`src/rtl/fazyrv_rf_chunker_pkg.sv`:
```
// Shared types and sizing helpers for the register-file chunk sequencer.
// Imported by the shift-register sub-module and the top.
package fazyrv_rf_pkg;

    typedef enum logic [2:0] {
        IDLE,
        READ,
        LOAD,
        SHIFT,
        WRITE
    } state_t;

    function automatic int nchunks(input int regw, input int chunksize);
        return regw / chunksize;
    endfunction

    // A one-chunk word still needs a 1-bit counter.
    function automatic int cntw(input int n);
        return (n > 1) ? $clog2(n) : 1;
    endfunction

    localparam int CNTW = cntw(nchunks(32, 2));

endpackage

```
`src/rtl/fazyrv_rf_chunker_if.sv`:
```
// Core-side and RAM-side signals of the chunk sequencer.
// The slave modport is the sequencer's view; master is the core/RAM side.
interface fazyrv_rf_chunker_if #(
    parameter int CHUNKSIZE = 2,
    parameter int REGW      = 32,
    parameter int ADRW      = 5
);
    logic                 start_i;
    logic [ADRW-1:0]      rs1_adr_i;
    logic [ADRW-1:0]      rs2_adr_i;
    logic [ADRW-1:0]      rd_adr_i;
    logic                 rd_we_i;
    logic [CHUNKSIZE-1:0] rd_chunk_i;
    logic [CHUNKSIZE-1:0] rs1_chunk_o;
    logic [CHUNKSIZE-1:0] rs2_chunk_o;
    logic                 chunk_vld_o;
    logic                 busy_o;
    logic                 done_o;
    logic                 ram_we_o;
    logic [ADRW-1:0]      ram_waddr_o;
    logic [REGW-1:0]      ram_wdata_o;
    logic [ADRW-1:0]      ram_raddr_a_o;
    logic [ADRW-1:0]      ram_raddr_b_o;
    logic [REGW-1:0]      ram_rdata_a_i;
    logic [REGW-1:0]      ram_rdata_b_i;

    modport slave (
        input  start_i, rs1_adr_i, rs2_adr_i, rd_adr_i, rd_we_i, rd_chunk_i,
        input  ram_rdata_a_i, ram_rdata_b_i,
        output rs1_chunk_o, rs2_chunk_o, chunk_vld_o, busy_o, done_o,
        output ram_we_o, ram_waddr_o, ram_wdata_o, ram_raddr_a_o, ram_raddr_b_o
    );

    modport master (
        output start_i, rs1_adr_i, rs2_adr_i, rd_adr_i, rd_we_i, rd_chunk_i,
        output ram_rdata_a_i, ram_rdata_b_i,
        input  rs1_chunk_o, rs2_chunk_o, chunk_vld_o, busy_o, done_o,
        input  ram_we_o, ram_waddr_o, ram_wdata_o, ram_raddr_a_o, ram_raddr_b_o
    );

endinterface

```
`src/rtl/fazyrv_rf_chunker_shreg.sv`:
```
// Word shift register: parallel load, right shift with a chunk inserted at the MSB end.
// o_dat exposes the low OUTW bits: one chunk for rs streaming, the whole word for rd.
module fazyrv_chunk_shreg #(
    parameter int W         = 32,
    parameter int CHUNKSIZE = 2,
    parameter int OUTW      = CHUNKSIZE
) (
    input  logic                 clk_i,
    input  logic                 rst_i,
    input  logic                 i_load,
    input  logic [W-1:0]         i_ld_dat,
    input  logic                 i_shift,
    input  logic [CHUNKSIZE-1:0] i_chunk,
    output logic [OUTW-1:0]      o_dat
);

    logic [W-1:0] r_q;

    always_ff @(posedge clk_i or posedge rst_i) begin
        if (rst_i) begin
            r_q <= '0;
        end else if (i_load) begin
            r_q <= i_ld_dat;
        end else if (i_shift) begin
            r_q <= {i_chunk, r_q[W-1:CHUNKSIZE]};
        end
    end

    assign o_dat = r_q[OUTW-1:0];

endmodule

```
`src/rtl/fazyrv_rf_chunker.sv`:
```
// Fetches rs1/rs2 words, streams them LSB chunk first, and writes the assembled rd back once.
// READ/LOAD/SHIFT xN/WRITE/IDLE; RAM write only in WRITE so reads and writes never share a cycle.
module fazyrv_rf_chunker
    import fazyrv_rf_pkg::*;
#(
    parameter int CHUNKSIZE = 2,
    parameter int REGW      = 32,
    parameter int ADRW      = 5
) (
    input  logic                clk_i,
    input  logic                rst_i,
    fazyrv_rf_chunker_if.slave  bus
);

    localparam int            N    = nchunks(REGW, CHUNKSIZE);
    localparam int            CW   = cntw(N);
    localparam logic [CW-1:0] LAST = CW'(N - 1);

    state_t          r_state;
    logic [CW-1:0]   r_cnt;
    logic [ADRW-1:0] r_rs1_adr;
    logic [ADRW-1:0] r_rs2_adr;
    logic [ADRW-1:0] r_rd_adr;
    logic            r_rd_we;
    logic            r_busy;
    logic            r_vld;
    logic            r_done;
    logic            r_we;

    logic                 w_load;
    logic                 w_shift;
    logic [REGW-1:0]      w_rs1_ld;
    logic [REGW-1:0]      w_rs2_ld;
    logic [CHUNKSIZE-1:0] w_rs1_chunk;
    logic [CHUNKSIZE-1:0] w_rs2_chunk;
    logic [REGW-1:0]      w_rd_word;

    assign w_load  = (r_state == LOAD);
    assign w_shift = (r_state == SHIFT);

    // x0 reads as zero whatever the RAM holds at that entry.
    assign w_rs1_ld = (r_rs1_adr == '0) ? '0 : bus.ram_rdata_a_i;
    assign w_rs2_ld = (r_rs2_adr == '0) ? '0 : bus.ram_rdata_b_i;

    always_ff @(posedge clk_i or posedge rst_i) begin
        if (rst_i) begin
            r_state   <= IDLE;
            r_cnt     <= '0;
            r_rs1_adr <= '0;
            r_rs2_adr <= '0;
            r_rd_adr  <= '0;
            r_rd_we   <= 1'b0;
            r_busy    <= 1'b0;
            r_vld     <= 1'b0;
            r_done    <= 1'b0;
            r_we      <= 1'b0;
        end else begin
            case (r_state)
                IDLE: begin
                    if (bus.start_i) begin
                        r_rs1_adr <= bus.rs1_adr_i;
                        r_rs2_adr <= bus.rs2_adr_i;
                        r_rd_adr  <= bus.rd_adr_i;
                        r_rd_we   <= bus.rd_we_i;
                        r_busy    <= 1'b1;
                        r_state   <= READ;
                    end
                end
                READ: begin
                    r_state <= LOAD;
                end
                LOAD: begin
                    r_cnt   <= '0;
                    r_vld   <= 1'b1;
                    r_state <= SHIFT;
                end
                SHIFT: begin
                    if (r_cnt == LAST) begin
                        r_cnt   <= '0;
                        r_vld   <= 1'b0;
                        r_done  <= 1'b1;
                        r_we    <= r_rd_we && (r_rd_adr != '0);
                        r_state <= WRITE;
                    end else begin
                        r_cnt <= r_cnt + 1'b1;
                    end
                end
                WRITE: begin
                    r_done  <= 1'b0;
                    r_we    <= 1'b0;
                    r_busy  <= 1'b0;
                    r_state <= IDLE;
                end
                default: begin
                    r_state <= IDLE;
                end
            endcase
        end
    end

    fazyrv_chunk_shreg #(.W(REGW), .CHUNKSIZE(CHUNKSIZE), .OUTW(CHUNKSIZE)) u_rs1 (
        .clk_i    (clk_i),
        .rst_i    (rst_i),
        .i_load   (w_load),
        .i_ld_dat (w_rs1_ld),
        .i_shift  (w_shift),
        .i_chunk  ({CHUNKSIZE{1'b0}}),
        .o_dat    (w_rs1_chunk)
    );

    fazyrv_chunk_shreg #(.W(REGW), .CHUNKSIZE(CHUNKSIZE), .OUTW(CHUNKSIZE)) u_rs2 (
        .clk_i    (clk_i),
        .rst_i    (rst_i),
        .i_load   (w_load),
        .i_ld_dat (w_rs2_ld),
        .i_shift  (w_shift),
        .i_chunk  ({CHUNKSIZE{1'b0}}),
        .o_dat    (w_rs2_chunk)
    );

    // After N shifts the first rd chunk has travelled down to bit 0.
    fazyrv_chunk_shreg #(.W(REGW), .CHUNKSIZE(CHUNKSIZE), .OUTW(REGW)) u_rd (
        .clk_i    (clk_i),
        .rst_i    (rst_i),
        .i_load   (1'b0),
        .i_ld_dat ({REGW{1'b0}}),
        .i_shift  (w_shift),
        .i_chunk  (bus.rd_chunk_i),
        .o_dat    (w_rd_word)
    );

    assign bus.rs1_chunk_o   = w_rs1_chunk;
    assign bus.rs2_chunk_o   = w_rs2_chunk;
    assign bus.chunk_vld_o   = r_vld;
    assign bus.busy_o        = r_busy;
    assign bus.done_o        = r_done;
    assign bus.ram_we_o      = r_we;
    assign bus.ram_waddr_o   = r_rd_adr;
    assign bus.ram_wdata_o   = w_rd_word;
    assign bus.ram_raddr_a_o = r_rs1_adr;
    assign bus.ram_raddr_b_o = r_rs2_adr;

endmodule

```
`src/flat_wrapper.sv`:
```
// flat-port wrapper written by rule: the top's interface ports become plain ports
module fazyrv_rf_chunker_flat import fazyrv_rf_pkg::*;
#(
    parameter int CHUNKSIZE = 2,
    parameter int REGW      = 32,
    parameter int ADRW      = 5
)
  (clk_i, rst_i, bus_start_i, bus_rs1_adr_i, bus_rs2_adr_i, bus_rd_adr_i, bus_rd_we_i, bus_rd_chunk_i, bus_ram_rdata_a_i, bus_ram_rdata_b_i, bus_rs1_chunk_o, bus_rs2_chunk_o, bus_chunk_vld_o, bus_busy_o, bus_done_o, bus_ram_we_o, bus_ram_waddr_o, bus_ram_wdata_o, bus_ram_raddr_a_o, bus_ram_raddr_b_o);
  fazyrv_rf_chunker_if #(.CHUNKSIZE(CHUNKSIZE), .REGW(REGW), .ADRW(ADRW)) bus_i ();
  input  logic clk_i;
  input  logic rst_i;
  input wire logic [$bits(bus_i.start_i)-1:0] bus_start_i;
  input wire logic [$bits(bus_i.rs1_adr_i)-1:0] bus_rs1_adr_i;
  input wire logic [$bits(bus_i.rs2_adr_i)-1:0] bus_rs2_adr_i;
  input wire logic [$bits(bus_i.rd_adr_i)-1:0] bus_rd_adr_i;
  input wire logic [$bits(bus_i.rd_we_i)-1:0] bus_rd_we_i;
  input wire logic [$bits(bus_i.rd_chunk_i)-1:0] bus_rd_chunk_i;
  input wire logic [$bits(bus_i.ram_rdata_a_i)-1:0] bus_ram_rdata_a_i;
  input wire logic [$bits(bus_i.ram_rdata_b_i)-1:0] bus_ram_rdata_b_i;
  output wire logic [$bits(bus_i.rs1_chunk_o)-1:0] bus_rs1_chunk_o;
  output wire logic [$bits(bus_i.rs2_chunk_o)-1:0] bus_rs2_chunk_o;
  output wire logic [$bits(bus_i.chunk_vld_o)-1:0] bus_chunk_vld_o;
  output wire logic [$bits(bus_i.busy_o)-1:0] bus_busy_o;
  output wire logic [$bits(bus_i.done_o)-1:0] bus_done_o;
  output wire logic [$bits(bus_i.ram_we_o)-1:0] bus_ram_we_o;
  output wire logic [$bits(bus_i.ram_waddr_o)-1:0] bus_ram_waddr_o;
  output wire logic [$bits(bus_i.ram_wdata_o)-1:0] bus_ram_wdata_o;
  output wire logic [$bits(bus_i.ram_raddr_a_o)-1:0] bus_ram_raddr_a_o;
  output wire logic [$bits(bus_i.ram_raddr_b_o)-1:0] bus_ram_raddr_b_o;
  assign bus_i.start_i = bus_start_i;
  assign bus_i.rs1_adr_i = bus_rs1_adr_i;
  assign bus_i.rs2_adr_i = bus_rs2_adr_i;
  assign bus_i.rd_adr_i = bus_rd_adr_i;
  assign bus_i.rd_we_i = bus_rd_we_i;
  assign bus_i.rd_chunk_i = bus_rd_chunk_i;
  assign bus_i.ram_rdata_a_i = bus_ram_rdata_a_i;
  assign bus_i.ram_rdata_b_i = bus_ram_rdata_b_i;
  assign bus_rs1_chunk_o = bus_i.rs1_chunk_o;
  assign bus_rs2_chunk_o = bus_i.rs2_chunk_o;
  assign bus_chunk_vld_o = bus_i.chunk_vld_o;
  assign bus_busy_o = bus_i.busy_o;
  assign bus_done_o = bus_i.done_o;
  assign bus_ram_we_o = bus_i.ram_we_o;
  assign bus_ram_waddr_o = bus_i.ram_waddr_o;
  assign bus_ram_wdata_o = bus_i.ram_wdata_o;
  assign bus_ram_raddr_a_o = bus_i.ram_raddr_a_o;
  assign bus_ram_raddr_b_o = bus_i.ram_raddr_b_o;
  fazyrv_rf_chunker #(.CHUNKSIZE(CHUNKSIZE), .REGW(REGW), .ADRW(ADRW)) u_core (.clk_i(clk_i), .rst_i(rst_i), .bus(bus_i));
endmodule
```
`config.mk`:
```
export PLATFORM = sky130hd
export DESIGN_NAME = fazyrv_rf_chunker_flat
export DESIGN_NICKNAME = d
export VERILOG_FILES = /design/src/rtl/fazyrv_rf_chunker_pkg.sv /design/src/rtl/fazyrv_rf_chunker_if.sv /design/src/rtl/fazyrv_rf_chunker_shreg.sv /design/src/rtl/fazyrv_rf_chunker.sv /design/src/flat_wrapper.sv
export SDC_FILE = /design/constraint.sdc
export NUM_CORES = 1
export LEC_CHECK = 0
export CORE_MARGIN = 1.5
export CORE_UTILIZATION = 50
export CTS_CLUSTER_DIAMETER = 100
export DETAILED_ROUTE_END_ITERATION = 7
export GPL_ROUTABILITY_DRIVEN = 0
export GPL_TIMING_DRIVEN = 0
export PLACE_DENSITY_LB_ADDON = 0.2
export SLEW_MARGIN = 15
export SYNTH_ARGS = -nofsm -noshare
export SYNTH_HDL_FRONTEND = slang
export SYNTH_SLANG_ARGS = --single-unit
```
`constraint.sdc`:
```
create_clock -name clk_i -period 5.1 [get_ports clk_i]
set_input_delay 1.53 -clock clk_i [delete_from_list [all_inputs] [get_ports clk_i]]
set_output_delay 1.53 -clock clk_i [all_outputs]
set_load 0.05 [all_outputs]
```
==> results.md <==
* Status: complete, no violations
* CP endpoint kind: output pin
* Final period util at 64.2%
* CP delay by family, top: buffers and inverters
* Final Max Tran Viols at 0
* Vias at 4912
* Hold_buf cts at 0
* Critical path's largest stage delay at 0.85 ns
* CTS buffer count at 17
* Crit path max fanout at 6
* DRT Wirelength at 14400 µm
* Max Clk Rate at 0.305 GHz
* Post-route ant nets at 0
* Final Util at 70.5%
* Setup-failing EPs final at 0
* Antenna cells at 0
* Worst-skew pair later-pin latency at 0.41 ns
* CTS tree: built
* Nets at 829
* Std cell rows at 39
* Combinational share of power at 48.5%
* CP required at 3.57 ns
* Post-Syn Instances at 584
* Clk sinks at 123
* Die Ht at 110 µm
* DRC Markers at 0
* Syn nets at 670
* Seq pwr share at 29.9%
* Die W at 110 µm
* RSZ-0062 raised after global routing: no
* Hold Violations, Final at 0
* YS warnings at 0
* Worst setup SP type: flip-flop
* Crit Path Category: flip-flop to output pin
* Layout area overhead at 38.5%
* Port Buffers at 139
* # resized after CTS at 0
* Unique masters post-synth at 33
* NetSw at 2.44 mW
* VDD IR max at 0.559 mV
* WL/cell at 16.0 µm
* Max_slew headroom at 60.3%
* Sequential share of the synthesized area at 53.4%
* Initial DRT Pass Iterations at 8
* Leakage at 3.36 nW
* Vias in the first global route at 4702
* Fillers at 854
* Largest net degree at the start of global routing at 72
* Pwr/cell area at 727 mW/mm²
* Yosys reg bits at 123
* Hold slack at 0.498 ns
* Fin crit period at 3.27 ns
* Final instance area at 0.00799 mm²
* Max cap viols at 0
* Initial antenna violation count at 0
* Via density at 5.46
* DR iter-0 viols at 416
* Non-Filler Instances at 899
* Global-route wire length before repair at 22300 µm
* Synth Area per Inst at 9.87 µm²
* Die Area at 0.0122 mm²
* Post-CTS Setup Inserts at 0
* Critical Path AT at 1.74 ns
* GRT Residual Overflow at 0
* Num ports at 140
* Clock skew at 0.00741 ns
* Clk pwr share at 21.5%
* GRT Overall Usage at 24.1%
* Switch share at 42.1%
* P_int at 3.36 mW
* Slew @ Worst Pin at 0.594 ns
* Crit path cell chain: clkdlybuf4s50_1
* Clk buf depth at 2
* Initial cell density of the core at 50.9%
* Max H-tree Level at 4
* Inst Count DP at 867
* Post-DP HPWL at 9860 µm
* Worst path bufs/invs at 1
* Area post-placement at 0.00737 mm²
* Synth Cell Area at 0.00577 mm²
* HP Class: flip-flop to flip-flop
* Core Box Area at 0.0113 mm²
* Crit-path slowest cell: clkdlybuf4s50_1
* Clock transition at the registers of the reported paths at 0.06 ns
* Layout cells sized above 1 at 15.2%
* Root buf cell: clkbuf_16
-- per-stage QoR --
step                worst slack [ns]  power (mW)  TNS, ns
floorplan                      0.299        3.69        0
global placement               -1.33        4.46  -162.84
detailed placement              1.75        4.55        0
CTS                             1.81        5.83        0
global route                    1.77        6.14        0
finish                          1.83        5.81        0
-- cells in the mapped netlist (all sizes together) --
cell type	count	share of area, %
nand2	14	0.95
nand3b	1	0.13
ha	1	0.22
nand4b	1	0.15
o21ai	68	5.9
a2bb2oi	1	0.15
dfrtp	123	53
nor3	1	0.087
mux2	48	9.4
o21bai	2	0.26
nor2b	61	6.6
nor4b	2	0.56
nand2b	4	0.43
a22o	1	0.15
clkbuf	23	1.5
a211o	1	0.15
inv	2	0.13
or4	3	0.52
a21o	1	0.13
and3	2	0.22
buf	29	3.3
nand3	4	0.35
nor2	64	4.2
a21oi	125	11
o211ai	2	0.26
-- worst paths after layout --
kind	start	endpoint	slack, ns	depth (start not counted)
worst max-delay path	u_core.bus.ram_raddr_a_o[4]$_DFFE_PP0P_	bus_ram_raddr_a_o[4]	1.83	1
min in group asynchronous	rst_i	u_core.u_rs1.r_q[15]$_DFFE_PP0P_	1.53	2
worst min-delay path	u_core.u_rs2.r_q[30]$_DFFE_PP0P_	u_core.u_rs2.r_q[30]$_DFFE_PP0P_	0.50	2
max in group asynchronous	rst_i	u_core.u_rd.o_dat[0]$_DFFE_PP0P_	2.85	3
worst min register to register	u_core.u_rs2.r_q[30]$_DFFE_PP0P_	u_core.u_rs2.r_q[30]$_DFFE_PP0P_	0.50	2
worst max register to register	u_core.r_state[1]$_DFFE_PP0P_	u_core.bus.ram_waddr_o[4]$_DFFE_PP0P_	3.32	4
-- kinds of logic (layout without fill, tap and decap cells) --
logic type	Yosys count	count (layout)	synth area share, %
AO/OA/AOI/OAI	201	201	17.9
adder cells (fa/ha/maj)	1	1	0.217
buffers and inverters	54	226	4.97
flip-flops	123	123	53.4
multiplexers	48	48	9.38
AND/OR/NAND/NOR	157	157	14.2
-- worst min-delay path: cells and delay by family (launching register included) --
kind             cells  cell delay [ns]
AO/OA/AOI/OAI        1             0.06
flip-flops           1             0.35
AND/OR/NAND/NOR      1             0.05
-- power by group through the flow --
stage / sequential, mW / clock (mW) / combinational, mW
global route: 1.79 / 1.31 / 3.04
detailed placement: 1.75 / 0 / 2.81
floorplan: 2.35 / 0 / 1.35
finish: 1.74 / 1.25 / 2.82
global placement: 1.72 / 0 / 2.74
CTS: 1.74 / 1.26 / 2.83
-- cell type report --
| class | count | area, µm² | share of cell area [%] |
|---|---|---|---|
| Clock buffer | 19 | 453 | 5.67 |
| Timing Repair Buffer | 140 | 1420 | 17.8 |
| Sequential cell | 123 | 3080 | 38.5 |
| Inverter | 2 | 12.5 | 0.157 |
| Buffer | 52 | 279 | 3.49 |
| Tap cell | 143 | 179 | 2.24 |
| Clock inverter | 13 | 165 | 2.07 |
| Multi-Input combinational cell | 407 | 2400 | 30.1 |
-- registers in the layout (all words and copies together), names as in the netlist, 3 cells and up --
name / count
u_core.u_rs2.r_q: 32
u_core.r_cnt: 4
u_core.bus.ram_waddr_o: 5
u_core.r_state: 3
u_core.u_rd.o_dat: 32
u_core.bus.ram_raddr_b_o: 5
u_core.u_rs1.r_q: 32
u_core.bus.ram_raddr_a_o: 5
-- layer usage --
metal | part of all wire, % | up-vias | GRT usage [%]
li1 | - | 2330 | -
met1 | 42 | 2372 | 30.6
met2 | 48 | 189 | 38.8
met3 | 8.1 | 21 | 7.23
met4 | 1.9 | 0 | 9.25
met5 | 0 | - | 0
-- layout by cell type, fill, tap and decap left out, types with 4 or more instances in the layout --
cell type,netlist,routed
clkdlybuf4s50_1,0,139
a21oi_1,125,125
dfrtp_1,123,123
nor2_1,64,64
nor2b_1,61,61
o21ai_0,58,58
mux2_2,47,47
clkbuf_1,22,22
buf_2,18,18
clkbuf_16,0,17
nand2_1,13,13
o21ai_1,10,10
buf_4,6,6
buf_6,5,5
nand2b_1,4,4
inv_6,0,4
nand3_1,4,4
No activity file was read; power rests on OpenSTA's default activity.
